**config.mk**
```make
export PLATFORM = sky130hd
export DESIGN_NAME = wrr_scheduler
export DESIGN_NICKNAME = d
export VERILOG_FILES = /design/src/rtl/wrr_scheduler.sv
export SDC_FILE = /design/constraint.sdc
export NUM_CORES = 1
export LEC_CHECK = 0
export CORE_AREA = 4 4 88 90
export DETAILED_ROUTE_END_ITERATION = 10
export DIE_AREA = 0 0 92 94
export PLACE_DENSITY = 0.79
export SYNTH_ARGS = -nofsm -noshare
export SYNTH_HDL_FRONTEND = slang
export SYNTH_SLANG_ARGS = --single-unit
```
**constraint.sdc**
```tcl
create_clock -name clk -period 3.6 [get_ports clk]
set_input_delay 1.08 -clock clk [delete_from_list [all_inputs] [get_ports clk]]
set_output_delay 1.08 -clock clk [all_outputs]
set_load 0.05 [all_outputs]
```
**src/rtl/wrr_scheduler.sv**
```systemverilog
// Weighted round-robin arbiter between two requesters and a shared resource, with in-flight credit tracking.
// One-cycle grant-to-issue latency; a requester stalls while it is not granted or the resource is full.
module wrr_scheduler #(
  parameter int ADDRESS_WIDTH   = 32,
  parameter int ID_WIDTH        = 8,
  parameter int WEIGHT_1        = 2,
  parameter int WEIGHT_2        = 1,
  parameter int MAX_OUTSTANDING = 4
) (
  input  logic                     clk,
  input  logic                     reset,
  input  logic                     in_valid_1,
  input  logic [ADDRESS_WIDTH-1:0] in_address_1,
  input  logic [ID_WIDTH-1:0]      in_id_1,
  output logic                     out_stall_1,
  input  logic                     in_valid_2,
  input  logic [ADDRESS_WIDTH-1:0] in_address_2,
  input  logic [ID_WIDTH-1:0]      in_id_2,
  output logic                     out_stall_2,
  input  logic                     in_resp_valid,
  output logic                     out_issue,
  output logic [ADDRESS_WIDTH-1:0] out_address,
  output logic [ID_WIDTH-1:0]      out_id,
  output logic                     out_choice,
  output logic [3:0]               out_outstanding,
  output logic                     out_error
);

  typedef enum logic {OWN_1 = 1'b0, OWN_2 = 1'b1} owner_t;

  typedef struct packed {
    logic [ADDRESS_WIDTH-1:0] address;
    logic [ID_WIDTH-1:0]      id;
  } req_t;

  owner_t     owner, owner_nxt;
  logic [2:0] burst, burst_nxt;
  logic [3:0] count;
  logic       eligible, owner_vld, other_vld;
  logic       pick_owner, pick_other;
  logic       grant_1, grant_2, grant;
  logic [2:0] owner_weight;
  req_t       req_sel;

  // Credits are charged at grant time, so eligibility only looks at the registered count.
  assign eligible     = count < 4'(MAX_OUTSTANDING);
  assign owner_vld    = (owner == OWN_1) ? in_valid_1 : in_valid_2;
  assign other_vld    = (owner == OWN_1) ? in_valid_2 : in_valid_1;
  assign owner_weight = (owner == OWN_1) ? 3'(WEIGHT_1) : 3'(WEIGHT_2);

  always_comb begin
    pick_owner = 1'b0;
    pick_other = 1'b0;
    owner_nxt  = owner;
    burst_nxt  = burst;
    if (eligible) begin
      if (owner_vld && (burst < owner_weight)) begin
        pick_owner = 1'b1;
        burst_nxt  = (burst == 3'd7) ? burst : burst + 3'd1;
      end else if (other_vld) begin
        pick_other = 1'b1;
        owner_nxt  = (owner == OWN_1) ? OWN_2 : OWN_1;
        burst_nxt  = 3'd1;
      end else if (owner_vld) begin
        // Turn exhausted but nobody else wants the resource: start a fresh turn.
        pick_owner = 1'b1;
        burst_nxt  = 3'd1;
      end
    end
  end

  assign grant_1 = (pick_owner && (owner == OWN_1)) || (pick_other && (owner == OWN_2));
  assign grant_2 = (pick_owner && (owner == OWN_2)) || (pick_other && (owner == OWN_1));
  assign grant   = grant_1 | grant_2;

  assign req_sel = grant_1 ? req_t'{address: in_address_1, id: in_id_1}
                           : req_t'{address: in_address_2, id: in_id_2};

  assign out_stall_1     = in_valid_1 & ~grant_1;
  assign out_stall_2     = in_valid_2 & ~grant_2;
  assign out_outstanding = count;

  always_ff @(posedge clk) begin
    if (reset) begin
      owner       <= OWN_1;
      burst       <= 3'd0;
      count       <= 4'd0;
      out_issue   <= 1'b0;
      out_address <= '0;
      out_id      <= '0;
      out_choice  <= 1'b1;
      out_error   <= 1'b0;
    end else begin
      owner     <= owner_nxt;
      burst     <= burst_nxt;
      out_issue <= grant;
      if (grant) begin
        out_address <= req_sel.address;
        out_id      <= req_sel.id;
        out_choice  <= grant_1;
      end
      if (grant && !in_resp_valid) begin
        count <= count + 4'd1;
      end else if (!grant && in_resp_valid) begin
        if (count == 4'd0) out_error <= 1'b1;
        else               count     <= count - 4'd1;
      end
    end
  end

endmodule

```
## Word-level counts from Yosys, hierarchy flattened

Index checks and enable logic that the tools add are counted.

- Bits in registers: 51
- Input port bits: 85
- Output and inout bits: 49
- Word-level logic and storage cells: 61

- Add/subtract/negate cells: 3
- Magnitude comparators: 2
- Equal/unequal tests: 3
- Mux-type cells: 19
- Bitwise logic cells: 8
- Reduce and logical (&&, ||, !) cells: 18

Operator list:

| kind | number |
|---|---|
| 40-bit two-way mux | 1 |
| 3-bit two-way mux | 4 |
| 4-bit two-way mux | 3 |
| 1-bit two-way mux | 10 |
| 3-bit AND reduction | 3 |
| 1-bit logical AND | 7 |
| 1-bit inverter | 5 |
| 4-bit by 1-bit adder with 4-bit output, second input constant | 1 |
| 4-bit logical NOT | 1 |
| 4-bit by 3-bit less-than comparator with 1-bit output, second input constant | 1 |
| 2-bit != test, second input constant | 2 |
| 4-bit by 1-bit subtractor with 4-bit output, second input constant | 1 |
| 3-bit by 1-bit adder with 3-bit output, second input constant | 1 |
| 3-bit equality test, second input constant | 1 |
| 3-bit by 2-bit less-than comparator with 1-bit output | 1 |
| 3-bit nonzero test | 1 |
| 1-bit AND | 2 |
| 1-bit logical NOT | 2 |
| 1-bit logical OR | 2 |
| 2-bit two-way mux | 1 |
| 2-bit AND reduction | 1 |
| 2-bit nonzero test | 1 |
| 1-bit OR | 1 |

## Depth between registers and ports, before layout

- Word-level depth: 12
- Gate-level depth with buffers: 10
- Mapped depth without buffers: 10

## Least setup slack after synthesis

No wires, ideal clock.

- Kind: in2out
- Start: input port in_valid_1
- End: output port out_stall_1
- Arrival time: 2.305 ns
- Data required time: 2.520 ns
- Slack: 0.215 ns
- Stages on the path: 5
- Buffers on the path: 2
- Cell sequence: and2_1 -> clkbuf_1 -> and2_4 -> buf_12 -> nor2b_1

- Cells in the longest elaborated chain, start to end: 9
- Elaborated cells between the ends (all ways): 15
- Classes of those cells: mux (9); bitwise (2); reduce/logical (4)

RTL lines:

| element | RTL line | source |
|---|---|---|
| from (decl) | 12 | `input logic in_valid_1,` |
| 1-bit two-way mux | 47 | `assign owner_vld = (owner == OWN_1) ? in_valid_1 : in_valid_2;` |
| 1-bit two-way mux | 64 | `end else if (owner_vld) begin` |
| 1-bit two-way mux | 60 | `end else if (other_vld) begin` |
| 1-bit two-way mux | 57 | `if (owner_vld && (burst < owner_weight)) begin` |
| 1-bit two-way mux | 56 | `if (eligible) begin` |
| 1-bit logical AND | 72 | `assign grant_1 = (pick_owner && (owner == OWN_1)) \|\| (pick_other && (owner == OWN_2));` |
| 1-bit logical OR | 72 |  |
| 1-bit inverter | 79 | `assign out_stall_1 = in_valid_1 & ~grant_1;` |
| 1-bit AND * | 79 |  |
| to (decl) | 15 | `output logic out_stall_1,` |

Mark *: on every way between the ends. The rest lies on a longest branch, timed or not.

## Worst setup path in the final report

- Start: input port in_valid_2
- End: output port out_stall_1

- Cells in the longest elaborated chain, start to end: 9
- Elaborated cells between the ends (all ways): 15
- Classes of those cells: mux (9); bitwise (2); reduce/logical (4)

RTL lines:

| element | RTL line | source |
|---|---|---|
| from (decl) | 16 | `input logic in_valid_2,` |
| 1-bit two-way mux | 47 |  |
| 1-bit two-way mux | 64 |  |
| 1-bit two-way mux | 60 |  |
| 1-bit two-way mux | 57 |  |
| 1-bit two-way mux | 56 |  |
| 1-bit logical AND | 72 |  |
| 1-bit logical OR * | 72 |  |
| 1-bit inverter * | 79 |  |
| 1-bit AND * | 79 |  |

Marked as above.

==> run_results.csv <==
group,metric,value,unit
floorplanning,ios,134,
place,place_congestion,0.792,
critical_path,critical_path_cell_count,6,
route,drtIter0Drc,121,
yosys,synthXorXnorAreaFrac,0.317,%
critical_path,worstSetupPathType,"input pin to output pin",
place,port_buffers,133,
cts,cts_tree,"yes",
sta,setup_total_negative_slack,0,ns
finish,final_util,60.2,%
yosys,ys.flop_type,"dfxtp_1",
sta,slew_headroom,49.1,%
sta,hold_viol,0,
pwr,ir_drop,0.476,mV
route,routed_wl,7.92,mm
sta,tightest_slew,0.763,ns
route,wire_per_inst,14.9,um
global_route,grt_pass1_wl,12.4,mm
global_route,met2_usage,30.9,%
route,via_count,2731,
critical_path,endpoint_kind,"output pin",
finish,fillers,646,
yosys,postSynthRegisterBits,51,
sta,holdWs,0.466,ns
floorplanning,core,0.00706,mm2
cts,htreeDepth,2,
floorplanning,rows,31,
yosys,synth_cell_types,36,
yosys,ys_warn_count,0,
global_route,grt_max_degree,62,
yosys,synthMuxAreaShare,1.54,%
critical_path,start_kind,"input pin",
finish,finalNetCount,525,
yosys,synth_area,0.00276,mm2
sta,period_share,93.0,%
finish,diodes,0,
sta,fmax,299,MHz
global_route,grt_antenna_before_repair,0,
critical_path,rrSetupSlack,1.21,ns
finish,layout-drive-gt1-share,15.5,%
floorplanning,die_x,92,um
yosys,synth_edf_count,0,
pwr,p_leak,1.67,nW
global_route,grt_pass1_vias,2583,
sta,slew_viol_final,0,
cts,cts_sinks,51,
cts,clk_latency,0.29,ns
cts,cts_buffers,5,
yosys,ys_async_sr_fraction,0,%
yosys,synth_top_family_by_area,"simple AND/OR/NAND/NOR gates",
critical_path,cp_slowest_cell,"clkdlybuf4s50_1",
sta,setup_violations,0,
route,drtPass1Iterations,4,
run,cap_viol_max_count,0,
worst_hold_path,hold_path_depth,2,
yosys,synthSimpleGateAreaFrac,25.6,%
sta,clock_skew,0.00549,ns
floorplanning,initial_core_util,39.1,%
global_route,grt_usage,17.3,%
yosys,synth-seq-area-share,37.0,%
critical_path,cp_slowest_stage_delay,0.47,ns
yosys,synth_nets,400,
critical_path,worstPathArrival,2.27,ns
critical_path,cp_top_family,"buffers and inverters",
sta,rsz0062_at_grt,"no",
cts,clk_path_buf_depth,2,
global_route,grtUsageMet1,21.7,%
cts,clk_pin_slew,0.09,ns
route,vias_per_cell,5.13,
cts,cts-root-buf,"clkbuf_8",
global_route,overflow,0,
floorplanning,dieArea,0.00865,mm2
cts,cts_setup_buffers,0,
critical_path,path_buf_inv,3,
critical_path,crit_chain,"clkdlybuf4s50_1 > buf_4 > o211ai_4 > and2_4 > nor2b_1 > buf_4",
critical_path,rr_worst_depth,6,
global_route,globalRouteMet3Util,3.69,%
route,drc_errors,0,
cts,ctsHoldBuffers,0,
critical_path,cpMostUsedCell,"buf_4",
worst_hold_path,hp-class,"flip-flop to flip-flop",
critical_path,worstPathRequired,2.52,ns
sta,post-route-min-period,3.35,ns
yosys,netlist_instances,307,
status,outcome,"completed",
finish,area_delta_synth_final,53.8,%
place,hpwl,5.81,mm
critical_path,cp_max_fo,7,
yosys,synth_fa_ha_area_share,3.89,%
cts,cts_resized,0,
yosys,postSynthAreaPerCell,9.00,um2
global_route,top_usage_layer,"met2",
yosys,synth_compound_area_share,24.0,%
route,ant_nets,0,
pwr,power_density,764,mW/mm2
floorplanning,die_h,94,um
## cell type report
type | count | area (um2) | share of cell area (%)
Inverter | 6 | 22.5 | 0.530
Tap cell | 99 | 124 | 2.92
Sequential cell | 51 | 1020 | 24.0
Clock buffer | 8 | 100 | 2.36
Multi-Input combinational cell | 223 | 1540 | 36.2
Timing Repair Buffer | 145 | 1440 | 33.9
## power breakdown
| group | leakage, nW | internal (mW) | total (mW) | switching, mW |
|---|---|---|---|---|
| clock | 0.0515 | 0.176 | 0.355 | 0.180 |
| sequential | 0.421 | 0.767 | 0.902 | 0.135 |
| combinational | 1.20 | 0.705 | 1.99 | 1.28 |
## routing by layer
metal | share of wire (%) | wire, um
met3 | 4.5 | 356
met1 | 44 | 3490
met2 | 51 | 4040
met5 | 0 | 0
met4 | 0.37 | 29
## cells by family (layout without fill, tap and decap cells)
kind of cell,count (synthesis),after routing
muxes,4,4
and+or+nand+nor,147,147
buffers and inverters,33,159
xor gates and xnor gates,1,1
adders and majority gates,8,8
DFF,51,51
AOI/OAI and AO/OA,63,63
## synth_stat cells (4+ instances only)
library cell	number	area, um2
dfxtp_1	51	1020
nand2_1	85	319
o211ai_2	41	513
a211oi_1	4	30.0
ha_1	7	87.6
inv_1	6	22.5
nor2b_1	4	25.0
clkbuf_1	18	67.6
buf_12	5	100
nand4_1	40	250
buf_2	4	20.0
a21oi_1	8	40.0
nor2_1	7	26.3
## cells in the final DEF, fill, tap and decap left out, drive strengths merged, types with 2 or more instances in the layout
cell type and count:
o211ai 41, ha 7, a2111oi 3, mux2i 2, nor2 7, clkbuf 8, o21ai 2, a21oi 8
nand4 40, a211oi 4, nand2 85, nor2b 4, inv 6, and2 2, dfxtp 51, nor3 3
mux2 2, clkdlybuf4s50 131, buf 14
## worst min-delay path: cells and delay by family, from the launching register on
kind            cells  cell delay, ns
flops               1            0.33
simple gates        1            0.06
compound gates      1            0.05
## sequential cells by signal, summed over array words and instances, names as in the netlist
signal	count
out_error	1
out_address	32
out_issue	1
out_outstanding	4
owner	1
burst	3
out_choice	1
out_id	8
## final timing paths
kind                                start                           end
max reg2reg            owner$_SDFFE_PP0P_   out_address[6]$_SDFFE_PP0P_
min          out_address[23]$_SDFFE_PP0P_  out_address[23]$_SDFFE_PP0P_
min reg2reg  out_address[23]$_SDFFE_PP0P_  out_address[23]$_SDFFE_PP0P_
max                            in_valid_2                   out_stall_1
## per-stage QoR
| step | cells | total power, mW | worst slack [ns] | area [um2] |
|---|---|---|---|---|
| after floorplan | 307 | 2.30 | 0.215 | 2760 |
| after global placement | 524 | 2.88 | 0.213 | 4150 |
| after detailed placement | 524 | 2.91 | 0.166 | 4150 |
| after CTS | 532 | 3.28 | 0.244 | 4250 |
| after global routing | 532 | 3.41 | 0.167 | 4250 |
| final | 532 | 3.24 | 0.253 | 4250 |
Note: power is estimated with default switching activity, not from simulation.
